### config.mk
export PLATFORM = sky130hd
export DESIGN_NAME = sipo_deserializer
export DESIGN_NICKNAME = d
export VERILOG_FILES = /design/src/rtl/serdes_pkg.sv /design/src/rtl/comma_detect.sv /design/src/rtl/sipo_deserializer.sv
export SDC_FILE = /design/constraint.sdc
export NUM_CORES = 1
export LEC_CHECK = 0
export BUFFER_PORTS_ARGS = -buffer_cell sky130_fd_sc_hd__buf_2
export CAP_MARGIN = 40
export CORE_MARGIN = 2
export CORE_UTILIZATION = 54
export CTS_BUF_LIST = sky130_fd_sc_hd__clkbuf_8
export CTS_CLUSTER_SIZE = 8
export DETAILED_ROUTE_END_ITERATION = 12
export PLACE_DENSITY = 0.86
export SYNTH_ARGS = -nofsm -noshare
export SYNTH_HDL_FRONTEND = slang
export SYNTH_SLANG_ARGS = --single-unit
### constraint.sdc
create_clock -name clk -period 2 [get_ports clk]
set_input_delay 0.1 -clock clk [delete_from_list [all_inputs] [get_ports clk]]
set_output_delay 0.1 -clock clk [all_outputs]
set_load 0.02 [all_outputs]
### src/rtl/serdes_pkg.sv
// serdes_pkg: shared word width, K28.5 comma values and aligner state type
package serdes_pkg;
    localparam int WORD_W = 10;
    localparam logic [WORD_W-1:0] K28_5_NEG = 10'h17C;
    localparam logic [WORD_W-1:0] K28_5_POS = 10'h283;
    typedef enum logic {HUNT, LOCK} align_state_t;
endpackage

### src/rtl/comma_detect.sv
// comma_detect: flags a 10-bit window equal to either K28.5 disparity form
module comma_detect
    import serdes_pkg::*;
#(
    parameter logic [WORD_W-1:0] COMMA_NEG = K28_5_NEG,
    parameter logic [WORD_W-1:0] COMMA_POS = K28_5_POS
) (
    input  logic [WORD_W-1:0] win,
    output logic              match
);
    assign match = (win == COMMA_NEG) || (win == COMMA_POS);
endmodule

### src/rtl/sipo_deserializer.sv
// sipo_deserializer: LSB-first serial to 10-bit words with K28.5 comma alignment
module sipo_deserializer
    import serdes_pkg::*;
#(
    parameter int                LOSS_THRESH = 4,
    parameter logic [WORD_W-1:0] COMMA_NEG   = K28_5_NEG,
    parameter logic [WORD_W-1:0] COMMA_POS   = K28_5_POS
) (
    input  logic              clk,
    input  logic              rst,
    input  logic              ser_in,
    input  logic              ser_valid,
    output logic [WORD_W-1:0] par_out,
    output logic              par_valid,
    output logic              is_comma,
    output logic              locked
);
    logic [WORD_W-1:0] sr, win;
    logic [3:0]        bit_cnt, bit_d, miss_cnt, miss_d;
    logic              match, emit;
    align_state_t      state, state_d;

    assign win = {ser_in, sr[WORD_W-1:1]};

    comma_detect #(.COMMA_NEG(COMMA_NEG), .COMMA_POS(COMMA_POS)) u_comma (
        .win  (win),
        .match(match)
    );

    // Aligner: lock on first comma, emit every 10th bit, realign after LOSS_THRESH stray commas
    always_comb begin
        state_d = state;
        bit_d   = bit_cnt;
        miss_d  = miss_cnt;
        emit    = 1'b0;
        if (ser_valid) begin
            if (state == HUNT) begin
                if (match) begin
                    emit    = 1'b1;
                    bit_d   = 4'd0;
                    miss_d  = 4'd0;
                    state_d = LOCK;
                end
            end else if (bit_cnt == 4'd9) begin
                emit   = 1'b1;
                bit_d  = 4'd0;
                miss_d = match ? 4'd0 : miss_cnt;
            end else if (match && (miss_cnt + 4'd1 == 4'(LOSS_THRESH))) begin
                emit   = 1'b1;
                bit_d  = 4'd0;
                miss_d = 4'd0;
            end else begin
                bit_d  = bit_cnt + 4'd1;
                miss_d = match ? miss_cnt + 4'd1 : miss_cnt;
            end
        end
    end

    // State, counters and shift register; all hold while ser_valid is low
    always_ff @(posedge clk or negedge rst) begin
        if (!rst) begin
            state    <= HUNT;
            bit_cnt  <= 4'd0;
            miss_cnt <= 4'd0;
            sr       <= '0;
        end else begin
            state    <= state_d;
            bit_cnt  <= bit_d;
            miss_cnt <= miss_d;
            if (ser_valid) sr <= win;
        end
    end

    // Registered word, strobe, comma flag and lock indication
    always_ff @(posedge clk or negedge rst) begin
        if (!rst) begin
            par_out   <= '0;
            par_valid <= 1'b0;
            is_comma  <= 1'b0;
            locked    <= 1'b0;
        end else begin
            if (emit) par_out <= win;
            par_valid <= emit;
            is_comma  <= emit & match;
            locked    <= (state_d == LOCK);
        end
    end
endmodule

After elaboration in Yosys (flattened, before gate mapping)
Index checks and enable logic that the tools add are counted.
{"block": "totals", "reg_bits": 31, "in_bits": 4, "out_inout_bits": 13, "elab_cells": 35}
{"block": "classes", "n_addsub": 2, "n_eq_ne": 5, "muxes": 15, "bitwise_logic": 1, "n_reduce_logical": 5}
{"operator": "$mux 4", "n": 9}
{"operator": "$eq 10x10->1 const B", "n": 1}
{"operator": "$eq 10x9->1 const B", "n": 1}
{"operator": "$add 4x1->4 const B", "n": 2}
{"operator": "$mux 1", "n": 6}
{"operator": "$eq 4x3->1 const B", "n": 1}
{"operator": "$eq 4x4->1 const B", "n": 1}
{"operator": "$ne 4x1->1 const B", "n": 1}
{"operator": "$reduce_and 2->1", "n": 2}
{"operator": "$reduce_bool 2->1", "n": 1}
{"operator": "$and 1x1->1", "n": 1}
{"operator": "$logic_and 1x1->1", "n": 1}
{"operator": "$logic_or 1x1->1", "n": 1}

Depth between registers and ports, before layout
Gate-level depths: netlist (run 1).
{"block": "logic_depth", "depth_word": 8, "depth_mapped": 7, "mapped_depth_nobuf": 6}

Hierarchy
Synthesis (run 1) repeated with hierarchy kept, for this count alone.
{"block": "unflattened", "cells_unflattened": 108, "area_unflattened_um2": 1415.1}
{"module": "sipo_deserializer", "n_inst": 1, "cells_per_inst": 101, "area_each_um2": 1350.0, "seq_area_each_um2": 750.7}
{"module": "comma_detect", "n_inst": 1, "cells_per_inst": 7, "area_each_um2": 65.1, "seq_area_each_um2": 0.0}

Least setup slack after synthesis (run 1)
Ideal clock, no wire load.
{"block": "synth_timing", "kind": "register to register", "startpoint": "register sr[5]", "endpoint": "register par_out[1]", "setup_ns": 0.125, "t_arrival_ns": 1.735, "slack_ns": 0.140, "stages_incl_launch_ff": 7, "n_path_buf": 1, "period_less_slack_ns": 1.860, "path_cell_list": "dfrtp_1 and4b_1 and3_4 o31ai_4 o21bai_4 buf_12 mux2_4"}
{"block": "synth_between", "elab_chain_cells": 7, "word_cells_on_any_way": 9}
{"element": "start: declaration", "line_no": "sipo_deserializer.sv:18", "source": "logic [WORD_W-1:0] sr, win;"}
{"element": "start signal: assignment", "line_no": "sipo_deserializer.sv:70", "source": "if (ser_valid) sr <= win;"}
{"element": "$eq 10x9->1 or $eq 10x10->1 (tied branches)", "line_no": "comma_detect.sv:11", "source": "assign match = (win == COMMA_NEG) || (win == COMMA_POS);"}
{"element": "$logic_or 1x1->1 *", "line_no": "comma_detect.sv:11"}
{"element": "$logic_and 1x1->1", "line_no": "sipo_deserializer.sv:48", "source": "end else if (match && (miss_cnt + 4'd1 == 4'(LOSS_THRESH))) begin"}
{"element": "$mux 1", "line_no": "sipo_deserializer.sv:48"}
{"element": "$mux 1", "line_no": "sipo_deserializer.sv:44", "source": "end else if (bit_cnt == 4'd9) begin"}
{"element": "$mux 1 *", "line_no": "sipo_deserializer.sv:37", "source": "if (state == HUNT) begin"}
{"element": "$mux 1 *", "line_no": "sipo_deserializer.sv:36", "source": "if (ser_valid) begin"}
{"element": "end signal: assignment", "line_no": "sipo_deserializer.sv:82", "source": "if (emit) par_out <= win;"}
{"element": "end: declaration", "line_no": "sipo_deserializer.sv:13", "source": "output logic [WORD_W-1:0] par_out,"}
Every way passes the cells marked *; elsewhere a longest branch is shown, timed or not.
A chain may end at the register's enable or synchronous reset.

Final worst setup path (run 1)
{"block": "layout_timing", "startpoint": "register miss_cnt[1]", "endpoint": "register par_out[0]"}
{"block": "layout_between", "elab_chain_cells": 7}
{"element": "start: declaration", "line_no": "sipo_deserializer.sv:19", "source": "logic [3:0] bit_cnt, bit_d, miss_cnt, miss_d;"}
{"element": "start signal: assignment", "line_no": "sipo_deserializer.sv:69", "source": "miss_cnt <= miss_d;"}
{"element": "$add 4x1->4", "line_no": "sipo_deserializer.sv:48"}
{"element": "$eq 4x3->1", "line_no": "sipo_deserializer.sv:48"}
{"element": "$logic_and 1x1->1", "line_no": "sipo_deserializer.sv:48"}
{"element": "$mux 1", "line_no": "sipo_deserializer.sv:48"}
{"element": "$mux 1", "line_no": "sipo_deserializer.sv:44"}
{"element": "$mux 1", "line_no": "sipo_deserializer.sv:37"}
{"element": "$mux 1", "line_no": "sipo_deserializer.sv:36"}
Every way passes these cells.

==> reports/qor.yml, run 1 <==
clock_tree:
  insertion_delay_ns: 0.29
  cts_buffers: 5
  clock_sinks: 30
  cts_root_buf: "clkbuf_8"
  tritoncts: "done"
  path_clk_slew_ns: 0.06
  post_cts_buffers: 0
  cts_max_path_buffers: 2
  htreeDepth: 2
floorplanning:
  fp.dieW_um: 56.25
  die-area_um2: 3164
  rows: 18
  pin_count: 17
  core_um2: 2522
  start_util: 0.5843
  fp.dieH_um: 56.25
synth:
  syn-mean-instance-area_um2: 13.65
  synth_xor_area_frac: 0
  async_flop_share: 1.000
  synthTopCellsByCount: "dfrtp_1, mux2_2, mux2_4"
  synth_mux_area_frac: 0.1757
  synth_largest_area_cell: "dfrtp_1"
  ys_warn_count: 0
  synth_top_area_frac: 0.5093
  ys_ff_latch: 30
  synth_edf_count: 0
  synth_fa_ha_area_frac: 0.03396
  netlist_area_um2: 1474
  synth_top_family_by_area: "multiplexers"
  syn-num-nets: 116
  synth-compound-area-share: 0.1061
  syn_inst: 108
  synth_area_leaders: "dfrtp_1, mux2_4, mux2_2"
  synthSimpleGateAreaFrac: 0.1486
  synthFlopType: "dfrtp_1"
  ys_seq_area_frac: 0.5093
  synth.distinct_cells: 38
  yosysMostFrequentCell: "dfrtp_1"
critical_path:
  r2r_setup_slack_ns: 0.08
  critical_path_class: "reg -> reg"
  crit_fanout: 11
  worstPathRequired_ns: 2.17
  cp-end-kind: "register"
  crit_start: "miss_cnt[1]"
  r2r-start: "miss_cnt[1]"
  start_kind: "register"
  crit_arrival_ns: 2.09
outcome:
  status: "finished, final reports clean"
routing:
  drt_first_pass_iters: 5
  postRouteAntennaNets: 0
  drtIter0Drc: 17
  wl_per_cell_um: 16.30
  routed_wl_um: 2705
  remaining_drc_errors: 0
  viasPerCell: 5.837
  num_vias: 969
sta:
  finalCriticalPeriod_ns: 1.915
  rsz0062_at_grt: "no"
  slew_headroom: 0.5755
  finalHoldViolCount: 0
  finClkSkew_ns: 0.009429
  slew_violations: 0
  setup_viol_count_final: 0
  setup_tns_ns: 0
  tightest_slew_ns: 0.6368
  max_freq_mhz: 522.1
  fin_crit_sh: 0.9577
  setup_ws_ns: 0.08468
placement:
  hpwl_um: 1958
  io_buffers: 16
  gp_congestion: 0.7381
  post-place-ws_ns: 0.06448
grt:
  grt_usage: 0.2009
  grt_pass1_wl_um: 4636
  antenna_found_initial: 0
  overflow: 0
  grt_pass1_vias: 1008
  grt_max_degree: 31
cells_and_area:
  fill_cells: 178
  multi_input_area_um2: 694.4
  syn2layout_area_growth_pct: 17.40
  drive_above_1_share: 0.4412
  diodes: 0
  fin_nets: 143
  seq_area_um2: 752.0
power:
  peakVddDrop_uv: 1091
  p_leak_nw: 0.8721
  p_per_area_nw_per_um2: 1128
  power_mw: 1.952
hold_path:
  min_path_type: "in -> reg"
  min-delay-start: "ser_in"
job:
  max_cap_viol_count: 0
[layout make-up]
cell class              instances  area share
flip-flops and latches         30      0.4346
multi-input cells              72      0.4013
repair buffers                 22     0.08098
clock buffers                   6     0.04772
well taps                      30     0.02169
inverters                       4    0.008677
clock inverters                 2    0.005061
[cell families (layout without fill, tap and decap cells)]
kind of cell | count (synthesis) | in the layout
flops | 30 | 30
simple gates | 32 | 32
mux | 20 | 20
buf+inv | 6 | 34
compound gates | 16 | 16
fa+ha+maj | 4 | 4
[final timing paths]
kind                                to  cells after the start
setup / recovery            par_out[0]                      7
hold / removal              par_out[9]                      2
setup reg to reg            par_out[0]                      7
hold reg to reg             par_out[4]                      1
max in group asynchronous  miss_cnt[0]                      2
min in group asynchronous  miss_cnt[2]                      2
[power breakdown]
| part | internal (mW) | leakage, nW | switching [mW] |
|---|---|---|---|
| registers | 0.767 | 0.388 | 0.124 |
| clock network | 0.271 | 0.0524 | 0.216 |
| logic | 0.300 | 0.432 | 0.274 |
| total | 1.34 | 0.872 | 0.614 |
[worst max-delay path, stage by stage, from the launching register on]
cell and delay [ns]:
dfrtp_1 0.45, ha_1 0.27, nor2b_2 0.07, a32oi_2 0.30, a21oi_4 0.07, o21bai_4 0.14, buf_12 0.16, mux2_2 0.33
[cells in the final DEF (no fill, tap or decap), types with 3 or more instances in the layout]
master,count
buf_2,16
buf_4,4
clkbuf_8,6
dfrtp_1,29
ha_1,4
inv_1,5
mux2_2,11
mux2_4,9
nand2_1,4
nand4_1,3
nor2_1,4
nor2b_1,3
nor4_1,3
[per-stage QoR]
stage	hold slack, ns	util	cell area (µm²)	instances
after floorplan	-0.1956	-	1474	108
after global placement	0.1467	0.6414	1618	157
after detailed placement	0.1528	0.6414	1618	157
after CTS	0.09615	0.6815	1719	166
after global routing	0.1031	0.6860	1730	166
final	0.1033	0.6860	1730	166
[timing repair]
| item | in CTS | in global routing |
|---|---|---|
| setup endpoints to repair | 0 | 14 |
| gates resized for setup | 0 | 3 |
| hold buffers | 1 | 0 |
| endpoints found under the hold margin | 30 | 0 |
[metal layers]
metal	up-vias	track usage	wire length [µm]
met2	20	0.3160	1343
li1	454	-	-
met3	9	0.08605	139
met1	486	0.2302	1156
met5	-	0	0
met4	0	0.1088	65
[state kept, by name (all words and copies together), names as in the netlist]
register   count
bit_cnt        4
par_valid      1
sr             9
par_out       10
locked         1
miss_cnt       4
is_comma       1
Note: power is estimated with default switching activity, not from simulation.
==> run 2, diff against run 1 <==
Settings changed: ABC_AREA set to 1, CORE_UTILIZATION 54 to 53, PLACE_DENSITY 0.86 to 0.85.
==> run 2 against run 1 <==
Synthesized cell count grew 53%. Critical endpoint is now bit_cnt[2]. Via count grew 13%. Critical path depth grew 2. Worst setup slack gained 0.24 ns. Fmax grew 14%. Core utilization shrank 5.0 points. Final area shrank 8.1%. Highest routed layer unchanged. Clock power shrank 0.8%. Non-clock buffer count shrank 5.
==> reports/qor.yml, run 2 <==
outcome:
  status: "finished, final reports clean"
routing:
  num_vias: 1098
  drt_first_pass_iters: 4
  remaining_drc_errors: 0
  postRouteAntennaNets: 0
  wl_per_cell_um: 11.46
  drtIter0Drc: 33
  routed_wl_um: 2463
  viasPerCell: 5.107
job:
  max_cap_viol_count: 0
placement:
  placed_cell_area_um2: 1489
  gp_congestion: 0.8892
  io_buffers: 16
  hpwl_um: 1843
grt:
  overflow: 0
  antenna_found_initial: 0
  grt_max_degree: 31
  grt_usage: 0.1804
  grt_pass1_vias: 1043
  grt_pass1_wl_um: 4312
critical_path:
  crit_fanout: 13
  r2r-start: "miss_cnt[1]"
  critical_path_class: "reg -> reg"
  worstPathRequired_ns: 2.17
  cp-end-kind: "register"
  crit_arrival_ns: 1.85
  start_kind: "register"
  crit_start: "miss_cnt[1]"
synth:
  synth_largest_area_cell: "dfrtp_1"
  async_flop_share: 1.000
  ys_ff_latch: 30
  synthTopCellsByCount: "nand2_1, dfrtp_1, inv_1"
  syn-mean-instance-area_um2: 8.538
  ys_seq_area_frac: 0.5329
  synth_top_area_frac: 0.5329
  synth.distinct_cells: 21
  netlist_area_um2: 1409
  syn-num-nets: 173
  synthFlopType: "dfrtp_1"
  synth_edf_count: 0
  synth_area_leaders: "dfrtp_1, nand2_1, nand3_1"
  yosysMostFrequentCell: "nand2_1"
  syn_inst: 165
  ys_warn_count: 0
power:
  p_per_area_nw_per_um2: 1220
  power_mw: 1.940
  p_leak_nw: 0.8719
  peakVddDrop_uv: 1026
clock_tree:
  cts_root_buf: "clkbuf_8"
  cts_buffers: 5
  tritoncts: "done"
  htreeDepth: 2
  insertion_delay_ns: 0.28
  path_clk_slew_ns: 0.06
  post_cts_resized: 0
  clock_sinks: 30
  cts_max_path_buffers: 2
floorplanning:
  pin_count: 17
  core_um2: 2500
  fp.dieH_um: 55.56
  start_util: 0.5636
  fp.dieW_um: 55.56
  rows: 18
  die-area_um2: 3086
cells_and_area:
  diodes: 0
  largest_reg_flops: 10
  finalInstanceArea_um2: 1590
  mostFrequentLayoutCells: "nand2_1, dfrtp_1, inv_1"
  top_register: "par_out"
  final_common_cell: "nand2_1"
  drive_above_1_share: 0.1730
  reg.largest.list: "par_out (10), sr (9)"
  fin_nets: 192
  final_core_util: 0.6361
  syn2layout_area_growth_pct: 12.88
sta:
  slew_violations: 0
  tightest_slew_ns: 0.6247
  finalHoldViolCount: 0
  setup_viol_count_final: 0
  max_freq_mhz: 596.2
  slew_headroom: 0.5835
  finClkSkew_ns: 0.007654
  fin_crit_sh: 0.8387
  finalCriticalPeriod_ns: 1.677
  setup_tns_ns: 0
  hold_slack_ns: 0.09522
  rsz0062_at_grt: "no"
hold_path:
  min-delay-start: "ser_in"
  min_path_type: "in -> reg"
-- run 2: changes by cell type after synthesis, sizes merged, moves of 3 or more --
cell	previous run	this run
nor4	3	0
inv	4	17
a21oi	1	6
nand3	1	15
o21ai	3	6
nor2	4	15
nand2	4	56
nor2b	4	0
mux2	20	2
-- run 2: area by class of cell --
class	count	area [µm²]
Clock inverter	2	8.758
Inverter	18	68.82
Clock buffer	6	82.58
Timing Repair Buffer	17	90.09
Multi-Input combinational cell	112	551.8
Sequential cell	30	750.7
Fill cell	197	909.6
Tap cell	30	37.54
-- run 2: timing repair --
item / 4_1_cts / 5_1_grt
endpoints found under the hold margin: 30 / 0
setup buffers: 0 / 0
hold buffers: 1 / 0
-- run 2: power breakdown --
group	internal, mW	total [mW]	switching [mW]
Clock	0.272	0.483	0.211
Sequential	0.777	0.893	0.116
Combinational	0.198	0.564	0.365
Total	1.25	1.94	0.693
-- run 2: final timing paths --
path	cells after the start	to	slack, ns
min in group asynchronous	2	miss_cnt[2]	0.37
worst max-delay path	9	bit_cnt[2]	0.32
max in group asynchronous	2	miss_cnt[0]	1.22
worst min-delay path	3	par_out[9]	0.1
worst min register to register	2	par_out[5]	0.46
worst max register to register	9	bit_cnt[2]	0.32
-- run 2: per-stage QoR --
stage                     setup slack [ns]  instances
after global routing                0.1971        215
after global placement              0.3556        206
after floorplan                     0.4907        165
final                               0.3226        215
after CTS                           0.3147        215
after detailed placement            0.3362        206
-- run 2: layer usage --
metal  routed length [µm]  GRT usage
met1                 1114     0.2202
met2                 1160     0.2908
met3                  163    0.07963
met4                   23    0.04878
met5                    0          0
-- run 2: cells by family (layout without fill, tap and decap cells) --
kind of cell / count (synthesis) / after routing / share of synthesized area
compound gates: 13 / 13 / 0.04707
xor+xnor: 1 / 1 / 0.006218
fa+ha+maj: 4 / 4 / 0.03553
buf+inv: 23 / 43 / 0.07549
flops: 30 / 30 / 0.5329
mux: 2 / 2 / 0.01598
simple gates: 92 / 92 / 0.2869
-- run 2: critical path, cell delays in order, from the launching register on --
cell and delay, ns:
dfrtp_1 0.44, ha_1 0.23, xor2_1 0.20, nand2_1 0.10, nor2_2 0.12, nand2_2 0.09
nand2_4 0.13, nand2_4 0.13, nand2_1 0.09, nor2_1 0.04
==> run 3, diff against run 2 <==
Clock period 2 ns to 1.35 ns, I/O delays scaled along.
==> run 3 against run 2 <==
The flow now finishes with violations (negative setup slack). Die area unchanged. Hold slack worse by 0.050 ns. Largest power group unchanged. Sequential power up 49%. Largest cell class unchanged. Cell count up 11%. Sequential share of layout area down 6.3 points. Register-to-register slack worse by 0.57 ns. Highest routed layer unchanged. Worst setup slack worse by 0.57 ns.
==> reports/qor.yml, run 3 (synthesis results as in run 2) <==
grt:
  grt_max_degree: 31
  grt_pass1_vias: 1269
  grt_usage: 0.2372
  overflow: 0
  grt_pass1_wl_um: 5616
  antenna_found_initial: 0
cells_and_area:
  diodes: 0
  fill_cells: 154
  reg.largest.list: "par_out (10), sr (9)"
  drive_above_1_share: 0.3125
  fin_nets: 215
  final_common_cell: "nand2_1"
  layout.cells.non_filler: 238
  syn2layout_area_growth_pct: 30.11
  top_register: "par_out"
  mostFrequentLayoutCells: "nand2_1, dfrtp_1, buf_4"
  largest_reg_flops: 10
routing:
  drt_first_pass_iters: 4
  viasPerCell: 5.214
  remaining_drc_errors: 0
  postRouteAntennaNets: 0
  wl_per_cell_um: 13.39
  drtIter0Drc: 51
  routed_wl_um: 3187
  num_vias: 1241
floorplanning:
  fp.dieW_um: 55.56
  start_util: 0.5636
  pin_count: 17
  core_um2: 2500
  fp.dieH_um: 55.56
  rows: 18
  die-area_um2: 3086
sta:
  finalHoldViolCount: 0
  max_freq_mhz: 624.5
  finClkSkew_ns: 0.01003
  slew_violations: 0
  setup_viol_count_final: 20
  setup_ws_ns: -0.2513
  fin_crit_sh: 1.186
  setup_tns_ns: -3.727
  rsz0062_at_grt: "yes"
  finalCriticalPeriod_ns: 1.601
  slew_headroom: 0.5630
  tightest_slew_ns: 0.6556
clock_tree:
  cts_root_buf: "clkbuf_8"
  clock_sinks: 30
  cts_buffers: 5
  htreeDepth: 2
  path_clk_slew_ns: 0.07
  cts_max_path_buffers: 2
  insertion_delay_ns: 0.29
  tritoncts: "done"
critical_path:
  critical_path_class: "reg -> reg"
  worstPathRequired_ns: 1.54
  crit_chain: "ha_2 -> xor2_2 -> nand2_1 -> nor2_2 -> nand2_2 -> nand2_4 -> buf_4 -> nor2_4 -> nand2_1 -> nand2_1"
  cp-end-kind: "register"
  cp_slowest_cell: "dfrtp_1"
  start_kind: "register"
  cpPeakStageDelay_ns: 0.38
  cp_common_cell: "nand2_1"
  crit_fanout: 4
  r2r_setup_slack_ns: -0.25
  crit_arrival_ns: 1.79
outcome:
  status: "finished, violations left"
  violations: "negative setup slack"
placement:
  gp_congestion: 0.8282
  io_buffers: 16
  placed_cells: 226
  hpwl_um: 2148
hold_path:
  min_path_type: "in -> reg"
job:
  max_cap_viol_count: 0
power:
  p_leak_nw: 0.9820
  peakVddDrop_uv: 1375
  power_mw: 3.203
  p_per_area_nw_per_um2: 1747
run 3: cell types whose count changed in the layout (fill, tap and decap cells not counted), moves of 2 or more:
cell / delta
nand2_2: +4
nand2_1: -4
buf_4: +22
o21ai_0: -2
o21ai_1: +2
run 3: stage by stage:
step / hold slack [ns] / instance area (µm²) / worst slack (ns) / util
after floorplan: -0.2281 / 1423 / -0.1497 / -
after global placement: 0.1152 / 1665 / -0.08835 / 0.6662
after detailed placement: 0.1287 / 1665 / -0.1989 / 0.6662
after CTS: 0.04442 / 1804 / -0.1732 / 0.7217
after global routing: 0.06996 / 1833 / -0.3947 / 0.7332
final: 0.04528 / 1833 / -0.2513 / 0.7332
run 3: worst paths after layout:
path                        startpoint     endpoint  cells after the start
max in group asynchronous          rst  miss_cnt[2]                      2
min                             ser_in   par_out[9]                      3
max reg2reg                miss_cnt[1]   bit_cnt[0]                     10
min reg2reg                 par_out[7]   par_out[7]                      2
min in group asynchronous          rst        sr[4]                      2
max                        miss_cnt[1]   bit_cnt[0]                     10
run 3: area by class of cell:
type / count / area, µm² / share of cell area
inverters: 18 / 70.07 / 0.03823
clock inverters: 2 / 8.758 / 0.004778
multi-input cells: 112 / 608.1 / 0.3317
clock buffers: 6 / 82.58 / 0.04505
flip-flops and latches: 30 / 750.7 / 0.4096
well taps: 30 / 37.54 / 0.02048
repair buffers: 40 / 275.3 / 0.1502
run 3: critical path, delay by kind of cell, from the launching register on:
family | cells | cell delay, ns
AND/OR/NAND/NOR | 7 | 0.62
XOR/XNOR | 1 | 0.17
flip-flops | 1 | 0.38
buffers and inverters | 1 | 0.14
adder cells (fa/ha/maj) | 1 | 0.20
run 3: power by group:
group / leakage [nW] / switching, mW / internal (mW)
Combinational: 0.565 / 0.669 / 0.462
Clock: 0.0524 / 0.342 / 0.403
Sequential: 0.365 / 0.176 / 1.15
Total: 0.982 / 1.19 / 2.02
run 3: per-layer routing:
layer / wire [µm] / vias up / track usage
met3: 153 / 6 / 0.06557
met5: 0 / - / 0
met1: 1382 / 607 / 0.2864
met4: 51 / 0 / 0.09059
li1: - / 602 / -
met2: 1599 / 26 / 0.4014
run 3: what timing repair did:
item / CTS / global route
pin swaps: 3 / 1
hold buffers: 1 / 0
gates resized for setup: 7 / 6
endpoints found under the hold margin: 30 / 0
setup buffers: 2 / 2
setup endpoints to repair: 19 / 21
